### src/rtl/booth_pdt_accum.sv
// Multiply-accumulate back end: captures each Booth product on the rising edge of
// `over` and sums it into a wide signed accumulator. Define BOOTH_ACC_SAT_EN to clamp on overflow.
module booth_pdt_accum #(
   parameter int ACC_W = 24,
   parameter int CNT_W = 8
) (
   input  logic                    clk,
   input  logic                    reset,
   input  logic signed [15:0]      pdt,
   input  logic                    over,
   input  logic                    clr,
   output logic signed [ACC_W-1:0] acc,
   output logic                    acc_valid,
   output logic [CNT_W-1:0]        count,
   output logic                    ovf
);

   logic                    overDly_q, overDly_d;
   logic signed [15:0]      pReg_q, pReg_d;
   logic                    pVld_q, pVld_d;
   logic signed [ACC_W-1:0] acc_q, acc_d;
   logic [CNT_W-1:0]        count_q, count_d;
   logic                    ovf_q, ovf_d;
   logic                    accValid_q, accValid_d;

   logic                    capture;
   logic signed [ACC_W-1:0] pExt;
   logic signed [ACC_W-1:0] sum;
   logic                    ovfNow;

`ifdef BOOTH_ACC_SAT_EN
   localparam logic signed [ACC_W-1:0] ACC_MAX = {1'b0, {(ACC_W-1){1'b1}}};
   localparam logic signed [ACC_W-1:0] ACC_MIN = {1'b1, {(ACC_W-1){1'b0}}};
`endif

   assign capture = over && !overDly_q;
   assign pExt    = ACC_W'(pReg_q);
   assign sum     = acc_q + pExt;
   assign ovfNow  = (acc_q[ACC_W-1] == pExt[ACC_W-1]) && (sum[ACC_W-1] != acc_q[ACC_W-1]);

   always_comb begin
      overDly_d  = over;
      pVld_d     = capture;
      pReg_d     = capture ? pdt : pReg_q;
      acc_d      = acc_q;
      count_d    = count_q;
      ovf_d      = ovf_q;
      accValid_d = 1'b0;
      // clr wins over the add stage but leaves the capture stage untouched
      if (clr) begin
         acc_d   = '0;
         count_d = '0;
         ovf_d   = 1'b0;
      end else if (pVld_q) begin
`ifdef BOOTH_ACC_SAT_EN
         if (ovfNow)
            acc_d = acc_q[ACC_W-1] ? ACC_MIN : ACC_MAX;
         else
            acc_d = sum;
`else
         acc_d = sum;
`endif
         if (count_q != {CNT_W{1'b1}})
            count_d = count_q + CNT_W'(1);
         ovf_d      = ovf_q | ovfNow;
         accValid_d = 1'b1;
      end
   end

   // overDly resets high so a level already present at release is not counted
   always_ff @(posedge clk) begin
      if (reset) begin
         overDly_q  <= 1'b1;
         pReg_q     <= '0;
         pVld_q     <= 1'b0;
         acc_q      <= '0;
         count_q    <= '0;
         ovf_q      <= 1'b0;
         accValid_q <= 1'b0;
      end else begin
         overDly_q  <= overDly_d;
         pReg_q     <= pReg_d;
         pVld_q     <= pVld_d;
         acc_q      <= acc_d;
         count_q    <= count_d;
         ovf_q      <= ovf_d;
         accValid_q <= accValid_d;
      end
   end

   assign acc       = acc_q;
   assign acc_valid = accValid_q;
   assign count     = count_q;
   assign ovf       = ovf_q;

endmodule

### config.mk
export PLATFORM = sky130hd
export DESIGN_NAME = booth_pdt_accum
export DESIGN_NICKNAME = d
export VERILOG_FILES = /design/src/rtl/booth_pdt_accum.sv
export SDC_FILE = /design/constraint.sdc
export NUM_CORES = 1
export LEC_CHECK = 0
export ABC_CLOCK_PERIOD_IN_PS = 6200
export BUFFER_PORTS_ARGS = -buffer_cell sky130_fd_sc_hd__buf_2
export CORE_UTILIZATION = 60
export CTS_CLUSTER_SIZE = 40
export DETAILED_ROUTE_END_ITERATION = 16
export PLACE_DENSITY = 0.82
export SLEW_MARGIN = 20
export SYNTH_ARGS = -nofsm -noshare
export SYNTH_HDL_FRONTEND = slang
export SYNTH_SLANG_ARGS = --single-unit
### constraint.sdc
create_clock -name clk -period 6.2 [get_ports clk]
set_clock_uncertainty 0.05 [all_clocks]
set_input_delay 0 -clock clk [delete_from_list [all_inputs] [get_ports clk]]
set_output_delay 0 -clock clk [all_outputs]
set_load 0.005 [all_outputs]
==> results of run 1 <==
-- state kept, by name, summed over array words and instances (netlist names) --
signal	cells
acc	24
acc_valid	1
pReg_q	16
pVld_q	1
overDly_q	1
count	8
ovf	1
-- worst paths after layout --
| check | startpoint | to | slack, ns | depth (start not counted) |
|---|---|---|---|---|
| max | pReg_q[15]$_SDFFE_PP0P_ | ovf$_SDFFE_PP0P_ | 3.37 | 8 |
| max reg2reg | pReg_q[15]$_SDFFE_PP0P_ | ovf$_SDFFE_PP0P_ | 3.37 | 8 |
| min reg2reg | pReg_q[10]$_SDFFE_PP0P_ | pReg_q[10]$_SDFFE_PP0P_ | 0.41 | 2 |
| min | reset | pVld_q$_SDFF_PP0_ | 0.03 | 2 |
-- timing repair --
action                                  in CTS  in global routing
hold buffers                                17                  0
hold endpoints to repair                    17                  0
endpoints found under the setup margin       0                  0
-- cell usage in the layout (no fill, tap or decap), types with 11 or more instances in the layout --
cell and n:
nor2_1 38, inv_1 11, a21oi_1 38, buf_2 53
dfxtp_1 52, ha_1 24, dlygate4sd3_1 17, nor3_1 13
nand3_1 17, nand2_1 47, mux2i_1 14
-- cells in the mapped netlist, drive strengths merged, types with 3 or more instances --
master	n	area, um2
mux2i	14	140
o22ai	4	25.0
o21a	4	30.0
xnor2	9	78.8
a21o	7	52.6
a21oi	40	215
buf	4	16.3
ha	24	300
dfxtp	52	1040
nand2b	5	31.3
clkbuf	14	52.6
o211ai	5	37.5
xor2	8	70.1
or2	4	25.0
or3	3	18.8
o21ai	9	45.0
nand2	47	176
nor3	13	65.1
nand4	8	50.1
nand3	17	85.1
nor2	38	143
a31oi	12	111
inv	11	41.3
o21bai	4	30.0
-- per-layer routing --
| metal | part of all wire, % | wire [um] | up-vias |
|---|---|---|---|
| li1 | - | - | 1483 |
| met1 | 45 | 3270 | 1370 |
| met2 | 50 | 3620 | 73 |
| met3 | 4.2 | 307 | 12 |
| met4 | 1.3 | 96 | 0 |
| met5 | 0 | 0 | - |
-- cell type report --
class	count	share of cell area, %
clock buffer	5	1.89
inverter	11	1.13
timing repair buffer	71	12.2
tap	67	2.30
multi-input combinational	299	53.3
clock inverter	3	0.619
sequential	52	28.6
-- cell families after synthesis --
group	synth area share [%]
AOI/OAI and AO/OA	21.8
xor gates and xnor gates	4.82
adders and majority gates	10.4
buffers and inverters	3.57
DFF	33.7
muxes	4.54
and+or+nand+nor	21.2
-- power breakdown --
group | internal, mW | switching [mW] | total (mW)
registers | 0.339 | 0.00363 | 0.342
logic | 0.0232 | 0.0298 | 0.0530
clock network | 0.0812 | 0.125 | 0.206
-- worst max-delay path, delay by kind of cell (launching register included) --
| kind | cells | cell delay (ns) |
|---|---|---|
| DFF | 1 | 0.64 |
| adders and majority gates | 1 | 0.43 |
| AOI/OAI and AO/OA | 6 | 1.41 |
| and+or+nand+nor | 1 | 0.21 |
==> metrics.csv, run 1 <==
metric,value,unit
outcome,"complete, no violations",
core,0.00485,mm2
diodes,0,
fmaxAchievable,353,MHz
total_power,601,uW
clk_latency,0.32,ns
cts_tree,built,
crit_required,6.37,ns
via_per_inst,5.78,
rows,25,
final_antenna_net_count,0,
globalplace.congestion,0.878,
cts_made_buffers,5,
start_kind,flip-flop,
die_w,73.7,um
grt_busiest_layer,met2,
grtUsageMet3,4.39,%
globalRouteOverflowTotal,0,
setup_tns,0,ns
async_flop_share,0,%
use_met1,34.7,%
dpl_worst_slack,3.43,ns
syn_area_per_cell,8.13,um2
grt_pass1_wl,11900,um
synth_nets,425,
worst_pin_slew,0.831,ns
finalMaxSlewViolations,0,
grt_pass1_vias,2649,
fill_cells,384,
hpwl,4920,um
final_core_util,75.1,%
rsz0062_at_grt,false,
regArea,0.00104,mm2
p_leak,1.56,nW
crit_path_end_kind,flip-flop,
crit_type,flip-flop to flip-flop,
ios,54,
gr-usage-all-layers,28.4,%
dr.pass1.iters,4,
cts_sinks,52,
routed_wirelength,7300,um
post_cts_resized,0,
hold_slack,0.0256,ns
synthesis.area,0.00309,mm2
hold_viol,0,
hp-class,input port to flip-flop,
use_met2,50.3,%
post-cts-setup-buffers,0,
synth_edf_count,0,
num_vias,2938,
multi_input_area,0.00194,mm2
wire_per_inst,14.4,um
ys_types,47,
io_buffers,53,
maxSlewHeadroom,44.4,%
pwr_density_cell,165,mW/mm2
maxCapViolations,0,
dp_cells,483,
crit_slowest_cell,dfxtp_1,
clkTransAtPathRegs,0.10,ns
yosysWarnings,0,
ys_ff_latch,52,
netlist_instances,380,
syn_to_final_growth,17.9,%
final_cell_count_no_fill,508,
dpl_cell_area,0.00338,mm2
timing.final.crit_period,2.83,ns
path_cells,ha_1 > a21o_1 > a21oi_1 > o21bai_1 > a2111oi_1 > or2_2 > a31oi_1 > a221o_1,
grt_max_degree,30,
remaining_drc_errors,0,
ir_worst_vdd,0.144,mV
setup_violations,0,
fin_area,0.00364,mm2
clk_path_buf_depth,2,
antenna_found_initial,0,
ys_seq_area_share,33.7,%
path_max_fanout,13,
drive_above_1_share,16.8,%
drtIter0Drc,202,
num-nets-final,485,
cp.arrival,3.01,ns
finalCritPeriodShare,45.7,%
design.die.area,0.00544,mm2
ys.flop_type,dfxtp_1,
die_h,73.7,um
setup_slack,3.37,ns
max_stage_delay,0.64,ns
cts.htree.levels,2,
start_util,63.7,%
cts_root_buffer,clkbuf_8,
No activity file was read; power rests on OpenSTA's default activity.
==> run 2, diff against run 1 <==
--- a/config.mk
+++ b/config.mk
@@ -5,12 +5,12 @@
 export SDC_FILE = /design/constraint.sdc
 export NUM_CORES = 1
 export LEC_CHECK = 0
-export ABC_CLOCK_PERIOD_IN_PS = 6200
+export ABC_CLOCK_PERIOD_IN_PS = 2400
 export BUFFER_PORTS_ARGS = -buffer_cell sky130_fd_sc_hd__buf_2
-export CORE_UTILIZATION = 60
+export CORE_UTILIZATION = 51
 export CTS_CLUSTER_SIZE = 40
 export DETAILED_ROUTE_END_ITERATION = 16
-export PLACE_DENSITY = 0.82
+export PLACE_DENSITY = 0.74
 export SLEW_MARGIN = 20
 export SYNTH_ARGS = -nofsm -noshare
 export SYNTH_HDL_FRONTEND = slang
==> constraint.sdc (replaced) <==
create_clock -name clk -period 2.4 [get_ports clk]
set_clock_uncertainty 0.05 [all_clocks]
set_input_delay 0 -clock clk [delete_from_list [all_inputs] [get_ports clk]]
set_output_delay 0 -clock clk [all_outputs]
set_load 0.005 [all_outputs]
==> run 2 against run 1 <==
  * Total power grew to 2.6 times the previous value
  * Non-clock buffer count is 32 higher
  * Clock power rose to 2.5 times the previous value
  * Core utilization shrank 3.5 points
  * Die area is 17% higher
  * Count of clock-buffer cells in the layout up 1
  * Sequential power rose to 2.6 times the previous value
  * Combinational power grew to 3.0 times the previous value
  * Worst setup slack worse by 3.3 ns
  * Flip-flop and latch count is the same
  * Critical path depth up 2
  * Critical endpoint is now acc[16]$_SDFFE_PP0P_
  * Largest cell class unchanged
==> metrics.csv, run 2 (synthesis results as in run 1) <==
metric,value,unit,change
die_h,79.8,um,+8.2%
dp_cells,514,,+6.4%
setup_tns,0,ns,unchanged
gr-usage-all-layers,26.2,%,-2.2 points
worst_pin_slew,0.665,ns,-0.166 ns
grt_pass1_wl,13100,um,+10%
globalRouteOverflowTotal,0,,unchanged
share_comb_of_total_power,10.0,%,+1.2 points
io_buffers,53,,unchanged
dpl_worst_slack,-0.0673,ns,-3.50 ns
antenna_found_initial,0,,unchanged
globalplace.congestion,0.878,,about the same
hpwl,5480,um,+11%
start_util,54.4,%,-9.3 points
cts_made_buffers,5,,unchanged
swShare,24.8,%,-1.6 points
crit_required,2.54,ns,-3.83 ns
finalCritPeriodShare,98.2,%,+53 points
drive_above_1_share,29.0,%,+12 points
maxCapViolations,0,,unchanged
final_cell_mix,"53 x buf_2, 47 x nand2_1, 39 x dfxtp_1",,
clk_path_buf_depth,2,,unchanged
rows,27,,+8.0%
hp-class,input port to flip-flop,,
remaining_drc_errors,0,,unchanged
num-nets-final,517,,+6.6%
routed_wirelength,8190,um,+12%
final_cell_count_no_fill,544,,+7.1%
diodes,0,,unchanged
num_vias,3098,,+5.4%
pwr-share-clk,33.5,%,-0.8 points
outcome,"complete, no violations",,
grt_max_degree,21,,-30%
drtIter0Drc,133,,-34%
path_cells,ha_4 > fa_2 > a21oi_2 > o21ai_1 > a21o_1 > a211o_4 > a31oi_4 > xnor2_1 > mux2i_1 > nor2_1,,
ir_worst_vdd,0.252,mV,+75%
max_stage_delay,0.37,ns,-0.27 ns
crit_type,flip-flop to flip-flop,,
cp.arrival,2.50,ns,-0.51 ns
final_antenna_net_count,0,,unchanged
design.die.area,0.00637,mm2,+17%
wire_per_inst,15.0,um,+4.8%
path_buf_inv,0,,unchanged
rsz0062_at_grt,true,,
cts.htree.levels,2,,unchanged
power_switching,387,uW,+140%
cts_tree,built,,
grt_pass1_vias,2899,,+9.4%
hold_viol,0,,unchanged
setup_slack,0.0426,ns,-3.32 ns
dr.pass1.iters,4,,unchanged
core,0.00568,mm2,+17%
die_w,79.8,um,+8.2%
seq_power_share,56.5,%,-0.4 points
crit_path_end_kind,flip-flop,,
final_common_cell,buf_2,,
setup_violations,0,,unchanged
via_per_inst,5.69,,-1.5%
maxSlewHeadroom,55.6,%,+11 points
crit_family,compound AO/OA/AOI/OAI gates,,
start_kind,flip-flop,,
finalMaxSlewViolations,0,,unchanged
crit_slowest_cell,fa_2,,
largest_reg_flops,24,,unchanged
hold_slack,0.0516,ns,+0.0259 ns
syn_to_final_growth,31.6,%,
path_max_fanout,3,,-10
pwr_density_cell,385,mW/mm2,+130%
clk_latency,0.31,ns,about the same
ios,54,,unchanged
clkTransAtPathRegs,0.09,ns,about the same
cts_sinks,52,,unchanged
p_leak,1.72,nW,+11%
fmaxAchievable,424,MHz,+20%
timing.final.crit_period,2.36,ns,-0.476 ns
p_int,1.18,mW,+170%
cts_root_buffer,clkbuf_8,,
-- run 2: final timing paths --
| path | startpoint | end | slack (ns) | cells past startpoint |
|---|---|---|---|---|
| worst min register to register | pReg_q[11]$_SDFFE_PP0P_ | pReg_q[11]$_SDFFE_PP0P_ | 0.42 | 2 |
| worst max register to register | acc[0]$_SDFFE_PP0P_ | acc[16]$_SDFFE_PP0P_ | 0.04 | 10 |
| worst min-delay path | reset | pReg_q[10]$_SDFFE_PP0P_ | 0.05 | 2 |
| worst max-delay path | acc[0]$_SDFFE_PP0P_ | acc[16]$_SDFFE_PP0P_ | 0.04 | 10 |
-- run 2: power by group through the flow --
stage	logic (mW)	registers [mW]	clock network [mW]
after CTS	0.150	0.884	0.537
after detailed placement	0.127	0.903	0
final	0.157	0.884	0.524
after global routing	0.173	0.885	0.564
after floorplan	0.0788	0.902	0
after global placement	0.124	0.903	0
-- run 2: what timing repair did --
action | CTS | global route
setup endpoints to repair | 9 | 11
hold buffers | 17 | 0
pin swaps | 1 | 20
gates resized for setup | 8 | 32
buffers inserted | 1 | 5
hold endpoints to repair | 17 | 0
-- run 2: through the flow --
step | power (mW) | cell area [um2] | util (%)
2_1_floorplan | 0.980 | 3090 | -
3_3_place_gp | 1.03 | 3580 | 63.1
3_5_place_dp | 1.03 | 3580 | 63.1
4_1_cts | 1.57 | 3900 | 68.8
5_1_grt | 1.62 | 4060 | 71.6
6_report | 1.56 | 4060 | 71.6
-- run 2: routing by layer --
layer | GRT usage (%) | wire length, um | vias to the layer above
met5 | 0 | 0 | -
li1 | - | - | 1552
met3 | 3.54 | 359 | 17
met4 | 8.75 | 177 | 0
met1 | 32.4 | 3640 | 1447
met2 | 46.3 | 4010 | 82
-- run 2: worst register-to-register path: cells and delay by family, from the launching register on --
| family | cells | cell delay (ns) |
|---|---|---|
| mux | 1 | 0.17 |
| simple gates | 1 | 0.05 |
| compound gates | 5 | 1.00 |
| flops | 1 | 0.34 |
| xor+xnor | 1 | 0.09 |
| fa+ha+maj | 2 | 0.53 |
-- run 2: cell type report --
cell class / instances / area [um2]
multi-input combinational: 299 / 2090
fill: 455 / 1610
sequential: 52 / 1060
timing repair buffer: 103 / 683
tap: 72 / 90.1
clock buffer: 6 / 82.6
inverter: 11 / 41.3
clock inverter: 1 / 8.76
==> run 3, diff against run 2 <==
--- a/config.mk
+++ b/config.mk
@@ -5,9 +5,11 @@
 export SDC_FILE = /design/constraint.sdc
 export NUM_CORES = 1
 export LEC_CHECK = 0
+export ABC_AREA = 1
 export ABC_CLOCK_PERIOD_IN_PS = 2400
 export BUFFER_PORTS_ARGS = -buffer_cell sky130_fd_sc_hd__buf_2
-export CORE_UTILIZATION = 51
+export CAP_MARGIN = 25
+export CORE_UTILIZATION = 52
 export CTS_CLUSTER_SIZE = 40
 export DETAILED_ROUTE_END_ITERATION = 16
 export PLACE_DENSITY = 0.74
==> run 3 against run 2 <==
  * Die area rose by 9.3%
  * Fmax rose by 14%
  * Combinational power rose by 19%
  * Total power rose by 17%
==> metrics.csv, run 3 <==
metric,value,unit,change
syn_to_final_growth,19.2,%,
dpl_cell_area,0.00379,mm2,+5.9%
routed_wirelength,9420,um,+15%
cts_root_buffer,clkbuf_8,,
start_util,54.0,%,-0.41 points
maxCapViolations,0,,unchanged
cts_made_buffers,5,,unchanged
timing.final.crit_period,2.07,ns,-0.288 ns
dr_wl_met2,4420,um,+10%
die_h,83.4,um,+4.5%
worst_path_most_repeated_cell,nand2_1,,
async_flop_share,0,%,unchanged
num_vias,3710,,+20%
synthesis.area,0.00345,mm2,+12%
regArea,0.00104,mm2,-1.9%
grt_pass1_wl,15700,um,+20%
core,0.00639,mm2,+13%
ys_seq_area_share,30.2,%,-3.5 points
synth_nets,598,,+41%
ir_worst_vdd,0.306,mV,+21%
finalCritPeriodShare,86.2,%,-12 points
antenna_found_initial,0,,unchanged
final_antenna_net_count,0,,unchanged
crit_required,2.57,ns,+0.03 ns
synth.most_common_cell,nand2_1,,
setup_tns,0,ns,unchanged
p_leak,2.22,nW,+29%
pwr_density_cell,443,mW/mm2,+15%
globalplace.congestion,0.948,,+7.9%
die_w,83.4,um,+4.5%
path_max_fanout,4,,+1
remaining_drc_errors,0,,unchanged
rows,29,,+7.4%
drive_above_1_share,12.5,%,-17 points
highest_layer,met4,,
crit_slowest_cell,fa_1,,
grt_max_degree,36,,+71%
ys.flop_type,dfxtp_1,,
largest_reg_flops,24,,unchanged
cts_sinks,52,,unchanged
max_stage_delay,0.43,ns,+0.06 ns
wl_met3,506,um,+41%
globalRouteOverflowTotal,0,,unchanged
drt-met1-wl,4310,um,+18%
gr-usage-all-layers,28.0,%,+1.8 points
synth_top_area_cell,dfxtp_1,,
dr.pass1.iters,5,,+1
synth_area_leaders,"dfxtp_1 30%, nand2_1 14%, nor2_1 11%",,
syn_area_per_cell,6.24,um2,-23%
synth_edf_count,0,,unchanged
via_per_inst,5.28,,-7.2%
num-nets-final,669,,+29%
fmaxAchievable,483,MHz,+14%
io_buffers,53,,unchanged
synth_top_area_share,30.2,%,-3.5 points
cts.htree.levels,2,,unchanged
crit_type,flip-flop to flip-flop,,
outcome,"complete, no violations",,
start_kind,flip-flop,,
grt_pass1_vias,3425,,+18%
drtIter0Drc,242,,+82%
finalMaxSlewViolations,0,,unchanged
ys_types,32,,-32%
ios,54,,unchanged
hpwl,7040,um,+28%
maxSlewHeadroom,69.8,%,+14 points
final_cell_count_no_fill,702,,+29%
hp-class,input port to flip-flop,,
clkTransAtPathRegs,0.10,ns,about the same
clk_latency,0.32,ns,about the same
diodes,0,,unchanged
final_cell_mix,"129 x nand2_1, 104 x nor2_1, 79 x inv_1",,
cts_tree,built,,
crit_path_end_kind,flip-flop,,
fill_cells,606,,+33%
final_common_cell,nand2_1,,
yosysWarnings,0,,unchanged
rsz0062_at_grt,false,,
synth_commonest_cells,"129 x nand2_1, 104 x nor2_1, 79 x inv_1",,
fin_area,0.00411,mm2,+1.2%
hold_viol,0,,unchanged
setup_violations,0,,unchanged
clk_path_buf_depth,2,,unchanged
design.die.area,0.00696,mm2,+9.3%
cp.arrival,2.24,ns,-0.26 ns
wire_per_inst,13.4,um,-11%
netlist_instances,553,,+46%
worst_pin_slew,0.450,ns,-0.216 ns
ys_ff_latch,52,,unchanged
multi_input_area,0.00206,mm2,-1.7%
path_cells,ha_1 > fa_1 > nand3_1 > nand3_1 > nand2_1 > nand2_1 > nand2_1 > nand3_1 > nand2_1 > nand3_1 > nand2_1 > inv_1,,
dp_cells,676,,+32%
==> run 3: through the flow <==
| stage | hold WS (ns) | worst slack [ns] | total power [mW] | util [%] |
|---|---|---|---|---|
| 2_1_floorplan | 0.0224 | 0.533 | 1.03 | - |
| 4_1_cts | 0.0568 | 0.240 | 1.82 | 64.3 |
| 3_5_place_dp | 0.147 | 0.262 | 1.08 | 59.4 |
| 5_1_grt | 0.0632 | 0.0929 | 1.90 | 64.4 |
| 6_report | 0.0483 | 0.331 | 1.82 | 64.4 |
| 3_3_place_gp | 0.137 | 0.415 | 1.08 | 59.4 |
==> run 3: logic make-up after synthesis <==
family	share of synthesized area, %
buf+inv	10.1
fa+ha+maj	9.29
compound gates	13.0
flops	30.2
xor+xnor	2.03
simple gates	35.3
==> run 3: critical path, delay by kind of cell (launching register included) <==
kind / cells / cell delay, ns
DFF: 1 / 0.33
buffers and inverters: 1 / 0.03
and+or+nand+nor: 9 / 0.89
adders and majority gates: 2 / 0.67
==> run 3: power breakdown <==
part	switching (mW)	internal, mW
Combinational	0.105	0.0819
Clock	0.313	0.420
Sequential	0.0188	0.884
==> run 3: area by class of cell <==
cell class	count	area share [%]
Clock buffer	5	1.67
Clock inverter	3	1.67
Inverter	80	7.31
Multi-Input combinational cell	410	50.1
Sequential cell	52	25.4
Tap cell	77	2.34
Timing Repair Buffer	75	11.6
==> run 3: worst paths after layout <==
| kind | from | to | slack, ns | depth (start not counted) |
|---|---|---|---|---|
| max | acc[0]$_SDFFE_PP0P_ | acc[22]$_SDFFE_PP0P_ | 0.33 | 12 |
| min | clr | count[7]$_SDFFE_PP0P_ | 0.05 | 5 |
| max reg2reg | acc[0]$_SDFFE_PP0P_ | acc[22]$_SDFFE_PP0P_ | 0.33 | 12 |
| min reg2reg | count[3]$_SDFFE_PP0P_ | count[3]$_SDFFE_PP0P_ | 0.44 | 2 |
==> run 3: routing by layer <==
| metal | track usage [%] | up-vias |
|---|---|---|
| met3 | 4.77 | 15 |
| met4 | 8.63 | 0 |
| met2 | 46.2 | 127 |
| met1 | 37.5 | 1674 |
| li1 | - | 1894 |
| met5 | 0 | - |
==> run 3: repair_timing <==
item	CTS	global route
hold endpoints to repair	18	0
gates resized for setup	0	1
endpoints found under the setup margin	0	1
hold buffers	18	0
buffers inserted	0	0
